## config.mk

```make
export PLATFORM = sky130hd
export DESIGN_NAME = mem_arbiter_rr
export DESIGN_NICKNAME = d
export VERILOG_FILES = /design/src/rtl/mem_arbiter_rr.sv
export SDC_FILE = /design/constraint.sdc
export NUM_CORES = 1
export LEC_CHECK = 0
export CORE_MARGIN = 3
export CORE_UTILIZATION = 50
export CTS_CLUSTER_SIZE = 25
export DETAILED_ROUTE_END_ITERATION = 10
export PLACE_DENSITY = 0.79
export SLEW_MARGIN = 20
export SYNTH_ARGS = -nofsm -noshare
export SYNTH_HDL_FRONTEND = slang
export SYNTH_SLANG_ARGS = --single-unit
```

## constraint.sdc

```tcl
create_clock -name Clk -period 2.2 [get_ports Clk]
set_input_delay 0.33 -clock Clk [delete_from_list [all_inputs] [get_ports Clk]]
set_output_delay 0.33 -clock Clk [all_outputs]
set_load 0.005 [all_outputs]
```

## src/rtl/mem_arbiter_rr.sv

```systemverilog
`default_nettype none
//------------------------------------------------------------------------------
// Module   : mem_arbiter_rr
// Purpose  : Round-robin bus arbiter with a bounded hold time and a one-cycle
//            turnaround gap between owners.
// Revision : 1.0  initial release
//------------------------------------------------------------------------------
module mem_arbiter_rr #(
   parameter int N_CH     = 2,
   parameter int MAX_HOLD = 16
) (
   input  logic                     Clk,
   input  logic                     Rst,
   input  logic [N_CH-1:0]          req,
   output logic [N_CH-1:0]          grt,
   output logic [$clog2(N_CH)-1:0]  owner,
   output logic                     busy,
   output logic                     preempt
);

   localparam int OW = $clog2(N_CH);
   localparam int HW = (MAX_HOLD > 0) ? (($clog2(MAX_HOLD + 1) > 0) ? $clog2(MAX_HOLD + 1) : 1) : 1;
   localparam logic [HW-1:0] c_HOLD_LAST = (MAX_HOLD > 0) ? HW'(MAX_HOLD - 1) : {HW{1'b0}};
   localparam logic [N_CH-1:0] c_ONE = {{(N_CH-1){1'b0}}, 1'b1};

   typedef enum logic [1:0] {
      ST_IDLE    = 2'd0,
      ST_GRANT   = 2'd1,
      ST_RELEASE = 2'd2
   } state_t;

   state_t          r_state,   w_state;
   logic [N_CH-1:0] r_grt,     w_grt;
   logic [OW-1:0]   r_owner,   w_owner;
   logic [OW-1:0]   r_last,    w_last;
   logic [HW-1:0]   r_hold,    w_hold;
   logic            r_busy;
   logic            r_preempt, w_preempt;

   logic [OW-1:0]   w_winner;
   logic            w_any;
   logic            w_others;
   logic            w_own_req;

   // First requester found scanning upward from the channel after last_owner.
   function automatic logic [OW-1:0] rr_pick(input logic [N_CH-1:0] r,
                                             input logic [OW-1:0]   last);
      int   idx;
      logic found;
      rr_pick = last;
      found   = 1'b0;
      for (int k = 1; k <= N_CH; k++) begin
         idx = (int'(last) + k) % N_CH;
         if (!found && r[idx]) begin
            rr_pick = OW'(idx);
            found   = 1'b1;
         end
      end
   endfunction

   assign w_any     = |req;
   assign w_winner  = rr_pick(req, r_last);
   assign w_others  = |(req & ~r_grt);
   assign w_own_req = req[r_owner];

   always_comb begin
      w_state   = r_state;
      w_grt     = r_grt;
      w_owner   = r_owner;
      w_last    = r_last;
      w_hold    = r_hold;
      w_preempt = 1'b0;
      case (r_state)
         ST_IDLE, ST_RELEASE: begin
            if (w_any) begin
               w_state = ST_GRANT;
               w_grt   = c_ONE << w_winner;
               w_owner = w_winner;
               w_last  = w_winner;
               w_hold  = '0;
            end else begin
               w_state = ST_IDLE;
               w_grt   = '0;
            end
         end
         ST_GRANT: begin
            if (!w_own_req) begin
               w_state = ST_RELEASE;
               w_grt   = '0;
            end else if ((MAX_HOLD > 0) && (r_hold == c_HOLD_LAST) && w_others) begin
               w_state   = ST_RELEASE;
               w_grt     = '0;
               w_preempt = 1'b1;
            end else if ((MAX_HOLD > 0) && (r_hold != c_HOLD_LAST)) begin
               w_hold = r_hold + 1'b1;
            end
         end
         default: begin
            w_state = ST_IDLE;
            w_grt   = '0;
         end
      endcase
   end

   always_ff @(posedge Clk or posedge Rst) begin
      if (Rst) begin
         r_state   <= ST_IDLE;
         r_grt     <= '0;
         r_owner   <= '0;
         r_last    <= OW'(N_CH - 1);
         r_hold    <= '0;
         r_busy    <= 1'b0;
         r_preempt <= 1'b0;
      end else begin
         r_state   <= w_state;
         r_grt     <= w_grt;
         r_owner   <= w_owner;
         r_last    <= w_last;
         r_hold    <= w_hold;
         r_busy    <= |w_grt;
         r_preempt <= w_preempt;
      end
   end

   assign grt     = r_grt;
   assign owner   = r_owner;
   assign busy    = r_busy;
   assign preempt = r_preempt;

endmodule
`default_nettype wire

```

Yosys cells after proc, flatten, opt, wreduce, memory -nomap -nowiden

Index checks and enable logic that the tools add are counted.

Mux-type cells: 27
Bitwise gates (word level): 4
$lt $le $gt $ge: 3
Add/sub/neg operators: 3
Shifts and indexed selects: 1
Reduce and logical (&&, ||, !) cells: 11
Equal/unequal tests: 9

Operators by type and width:

| cell                | count |
|---|---|
| $mux 5              | 4 |
| $mux 1              | 15 |
| $mux 2              | 5 |
| $pmux 5 s2          | 1 |
| $ne 2x2->1 const B  | 4 |
| $pmux 2 s2          | 2 |
| $reduce_or 2->1     | 4 |
| $lt 2x3->1 const B  | 2 |
| $add 5x1->5 const B | 1 |
| $eq 5x4->1 const B  | 1 |
| $ne 5x4->1 const B  | 1 |
| $reduce_and 5->1    | 1 |
| $ne 3x3->1 const B  | 1 |
| $add 1x1->1 const B | 2 |
| $and 1x1->1 const A | 2 |
| $and 2x2->2         | 1 |
| $eq 2x1->1 const B  | 1 |
| $eq 2x2->1 const B  | 1 |
| $logic_and 1x1->1   | 2 |
| $logic_not 2->1     | 1 |
| $lt 1x2->1 const B  | 1 |
| $not 2->2           | 1 |
| $reduce_and 2->1    | 1 |
| $reduce_bool 2->1   | 1 |
| other kinds (2)     | 2 |

Bits in registers: 13
Input port bits: 4
Logic and storage cells: 65

Logic depth before layout (Yosys ltp)

Word-level depth: 13
Depth in mapped cells: 6

Least setup slack after synthesis

No wires, ideal clock.

Kind: register to register
Start point: register r_hold[0]
End point: register r_hold[1]
Buffers on the path: 0
Stages on the path, launching flop included: 7
Data required time: 2,075 ps
Period minus slack after synthesis: 1,708 ps
Arrival: 1,583 ps
Setup slack: 492 ps
Library setup time: 125 ps
Cells stage by stage: dfrtp_1 -> ha_1 -> and3_1 -> ha_1 -> nor3b_4 -> a21boi_2 -> mux2_4

Word-level cells in the longest chain between the ends: 5

RTL lines:

| item                   | line | RTL |
|---|---|---|
| from (decl)            | 36   | `logic [HW-1:0] r_hold, w_hold;` |
| from (signal assigned) | 119  | `r_hold <= w_hold;` |
| $add 5x1->5            | 95   | `w_hold = r_hold + 1'b1;` |
| $mux 5                 | 94   | `end else if ((MAX_HOLD > 0) && (r_hold != c_HOLD_LAST)) begin` |
| $mux 5                 | 90   | `end else if ((MAX_HOLD > 0) && (r_hold == c_HOLD_LAST) && w_others) begin` |
| $mux 5                 | 87   | `if (!w_own_req) begin` |
| $pmux 5 s2             | 73   | `case (r_state)` |

Parallel ways exist; a longest one is shown, timed or not. The select of a mux whose other input is x is not followed.
A chain may end at the register's enable or synchronous reset.

Worst setup path after layout

Same ends and word-level chain as after synthesis.

==> results by group <==
Global route
  – First-pass GRT wire length: 1.99 mm
  – Initial antenna violation count: 0
  – Overall Global Routing Usage: 14.6%
  – Largest net degree at the start of global routing: 14
  – Gr ovfl total: 0
  – Number of global-route vias before repair: 460

Synth
  – Post-synth top cells: dfrtp_1 (12), inv_1 (7)
  – Post-synthesis mux area share: 7.66%
  – Main combinational cell family by area after synthesis: compound AO/OA/AOI/OAI gates
  – Synthesized area per cell: 11.1 µm²
  – Synth Area in XOR/XNOR: 0%
  – Synth unique cells: 25
  – Top cells by area, synth: dfrtp_1 (46%), mux2_4 (4.6%), dfstp_2 (4.0%)
  – YS warnings: 0
  – Cell taking the most area after synthesis: dfrtp_1
  – Post-synth top area share: 46.0%
  – Share of flip-flops with an asynchronous set or reset: 100%
  – Register area share after synthesis: 50.0%
  – Post-synthesis cell area: 653 µm²
  – Top-count cell post-synth: dfrtp_1
  – Adder-cell area share of the yosys netlist: 3.83%
  – Simple-Gate Fraction of Synth Area: 17.0%
  – Synth Flop Type: dfrtp_1
  – EDFF count, synth: 0
  – Synth Area in Compound Gates: 17.4%
  – Synthesized flop and latch total: 13
  – Post-Syn Nets: 65
  – Cells after Synth: 59

Setup path
  – Crit path DAT: 2.00 ns
  – Critical Path Sink Type: flip-flop
  – Worst r2r src: r_hold[0]$_DFFE_PP0P_
  – Crit Path Class: flip-flop to flip-flop
  – Reg2reg end: r_hold[1]$_DFFE_PP0P_
  – CP startpoint kind: flip-flop
  – R2R depth: 6
  – Crit-path max FO: 5
  – R2R Setup Slk: 0.36 ns
  – CP Data Required Time: 2.36 ns

Die
  – DIE WIDTH: 42.1 µm
  – Die area: 0.00178 mm²
  – Core area: 0.00117 mm²
  – Initial Util: 55.8%
  – Row count: 12
  – I/O pin cnt: 9
  – Die Y: 42.1 µm

Timing
  – Min Tclk post-route: 1.84 ns
  – Clock skew: 0.00385 ns
  – Fmax: 545 MHz
  – RSZ-0062 raised after global routing: false
  – Least-Margin Pin Slew: 0.470 ns
  – Final period utilization: 83.4%
  – Slew HR: 68.7%
  – Pins Over Slew Limit: 0
  – Hold Slack: 0.363 ns
  – Final Hold Viols: 0
  – TNS Setup: 0 ns
  – Final setup viols: 0

Final layout
  – Multi-input gate area: 300 µm²
  – Register area: 327 µm²
  – Share of cells above drive strength 1: 14.1%
  – Fillers: 108
  – # diodes: 0
  – Area Growth Syn to Fin: 19.0%
  – Layout Nets: 78
  – Design area: 777 µm²

Power
  – PwrDens: 1140 mW/mm²
  – Peak supply drop: 0.656 mV
  – Design Power: 884 µW
  – Leakage: 0.000371 µW

Drt
  – DR iter-0 viols: 3
  – Vias: 453
  – Routed WL: 1.08 mm
  – Number of remaining DRC errors: 0
  – DRT Pass-1 Iters: 3
  – Avg WL per Cell: 12.6 µm
  – ANT nets after route: 0
  – Via-per-instance ratio: 5.33

Clock tree
  – Htree depth: 1
  – Clock Path Buffers: 2
  – Root buffer cell: clkbuf_4
  – CTS resizes: 0
  – Total CTS buffers: 3
  – CTS hold repair buffers: 0
  – Clk slew on worst S/H paths: 0.08 ns
  – Clk_lat worst skew: 0.27 ns
  – TritonCTS clock tree: yes
  – Clk sinks: 13
  – Post-CTS Repair Setup Buffers: 0

Min path
  – Hold Crit Class: primary input to asynchronous set/reset pin

Job
  – Max-cap violations: 0

Placed design
  – Hpwl dp: 840 µm
  – Port-buffer cells: 8
  – GP Congestion: 0.765
  – Placed cell area: 751 µm²

Outcome
  – Outcome: completed
how the worst max path moves through the flow:
stage / start / end / slack (ns) / cells after the start
after floorplan: r_hold[0]$_DFFE_PP0P_ / r_hold[1]$_DFFE_PP0P_ / 0.49 / 6
after global placement: req[0] / r_hold[1]$_DFFE_PP0P_ / 0.35 / 4
after detailed placement: req[0] / r_hold[1]$_DFFE_PP0P_ / 0.34 / 4
after CTS: r_hold[0]$_DFFE_PP0P_ / r_hold[1]$_DFFE_PP0P_ / 0.37 / 6
after global routing: r_hold[0]$_DFFE_PP0P_ / r_hold[1]$_DFFE_PP0P_ / 0.25 / 6
final: r_hold[0]$_DFFE_PP0P_ / r_hold[1]$_DFFE_PP0P_ / 0.36 / 6
final cells by class:
| cell class | count | area share [%] |
|---|---|---|
| multi-input cells | 39 | 38.6 |
| repair buffers | 8 | 10.3 |
| well taps | 14 | 2.25 |
| inverters | 7 | 3.38 |
| flip-flops and latches | 13 | 42.0 |
| clock buffers | 4 | 3.38 |
flip-flops by register name, indices dropped and copies added (netlist names):
name,flops
busy,1
grt,2
owner,1
preempt,1
r_hold,5
r_last,1
r_state,2
power by group:
part	total, µW	switching (µW)	internal (µW)	leakage [µW]
sequential	389	67.9	321	0.000167
clock	145	74.6	70.3	0.0000150
combinational	350	157	194	0.000190
metal layers:
metal,global-route usage [%],vias to the layer above,share of wire (%)
met4,5.59,0,1.1
met1,20.7,211,49
met3,3.86,2,3.6
met2,21.3,10,46
li1,-,230,-
met5,0,-,0
cells in the final DEF (no fill, tap or decap), types with 2 or more instances in the layout:
cell type,Yosys,layout
a211oi_1,2,2
a21oi_1,3,3
a31o_1,3,3
and3_1,2,2
clkbuf_4,0,3
clkdlybuf4s50_1,0,8
dfrtp_1,12,12
ha_1,2,2
inv_1,7,7
mux2_4,2,2
mux2i_1,2,2
nand2_1,3,3
nand2b_1,2,2
nand3_1,2,2
nor2_1,3,3
nor2b_1,3,3
worst max-delay path: stages, from the launching register on:
cell      delay, ns
dfrtp_1        0.41
ha_1           0.22
and3_1         0.15
ha_1           0.24
nor3b_4        0.30
a21boi_2       0.11
mux2_4         0.30
cells by family (layout without fill, tap and decap cells):
kind of cell,after synthesis,after routing
flops,13,13
fa+ha+maj,2,2
compound gates,15,15
mux,4,4
buf+inv,7,19
simple gates,18,18
through the flow:
step | cells | util [%] | setup WS, ns
finish | 85 | 66.3 | 0.365
global route | 85 | 66.3 | 0.254
CTS | 85 | 66.3 | 0.368
detailed placement | 81 | 64.1 | 0.341
global placement | 81 | 64.1 | 0.348
floorplan | 59 | - | 0.492
Power figures use the tool's default switching activity.
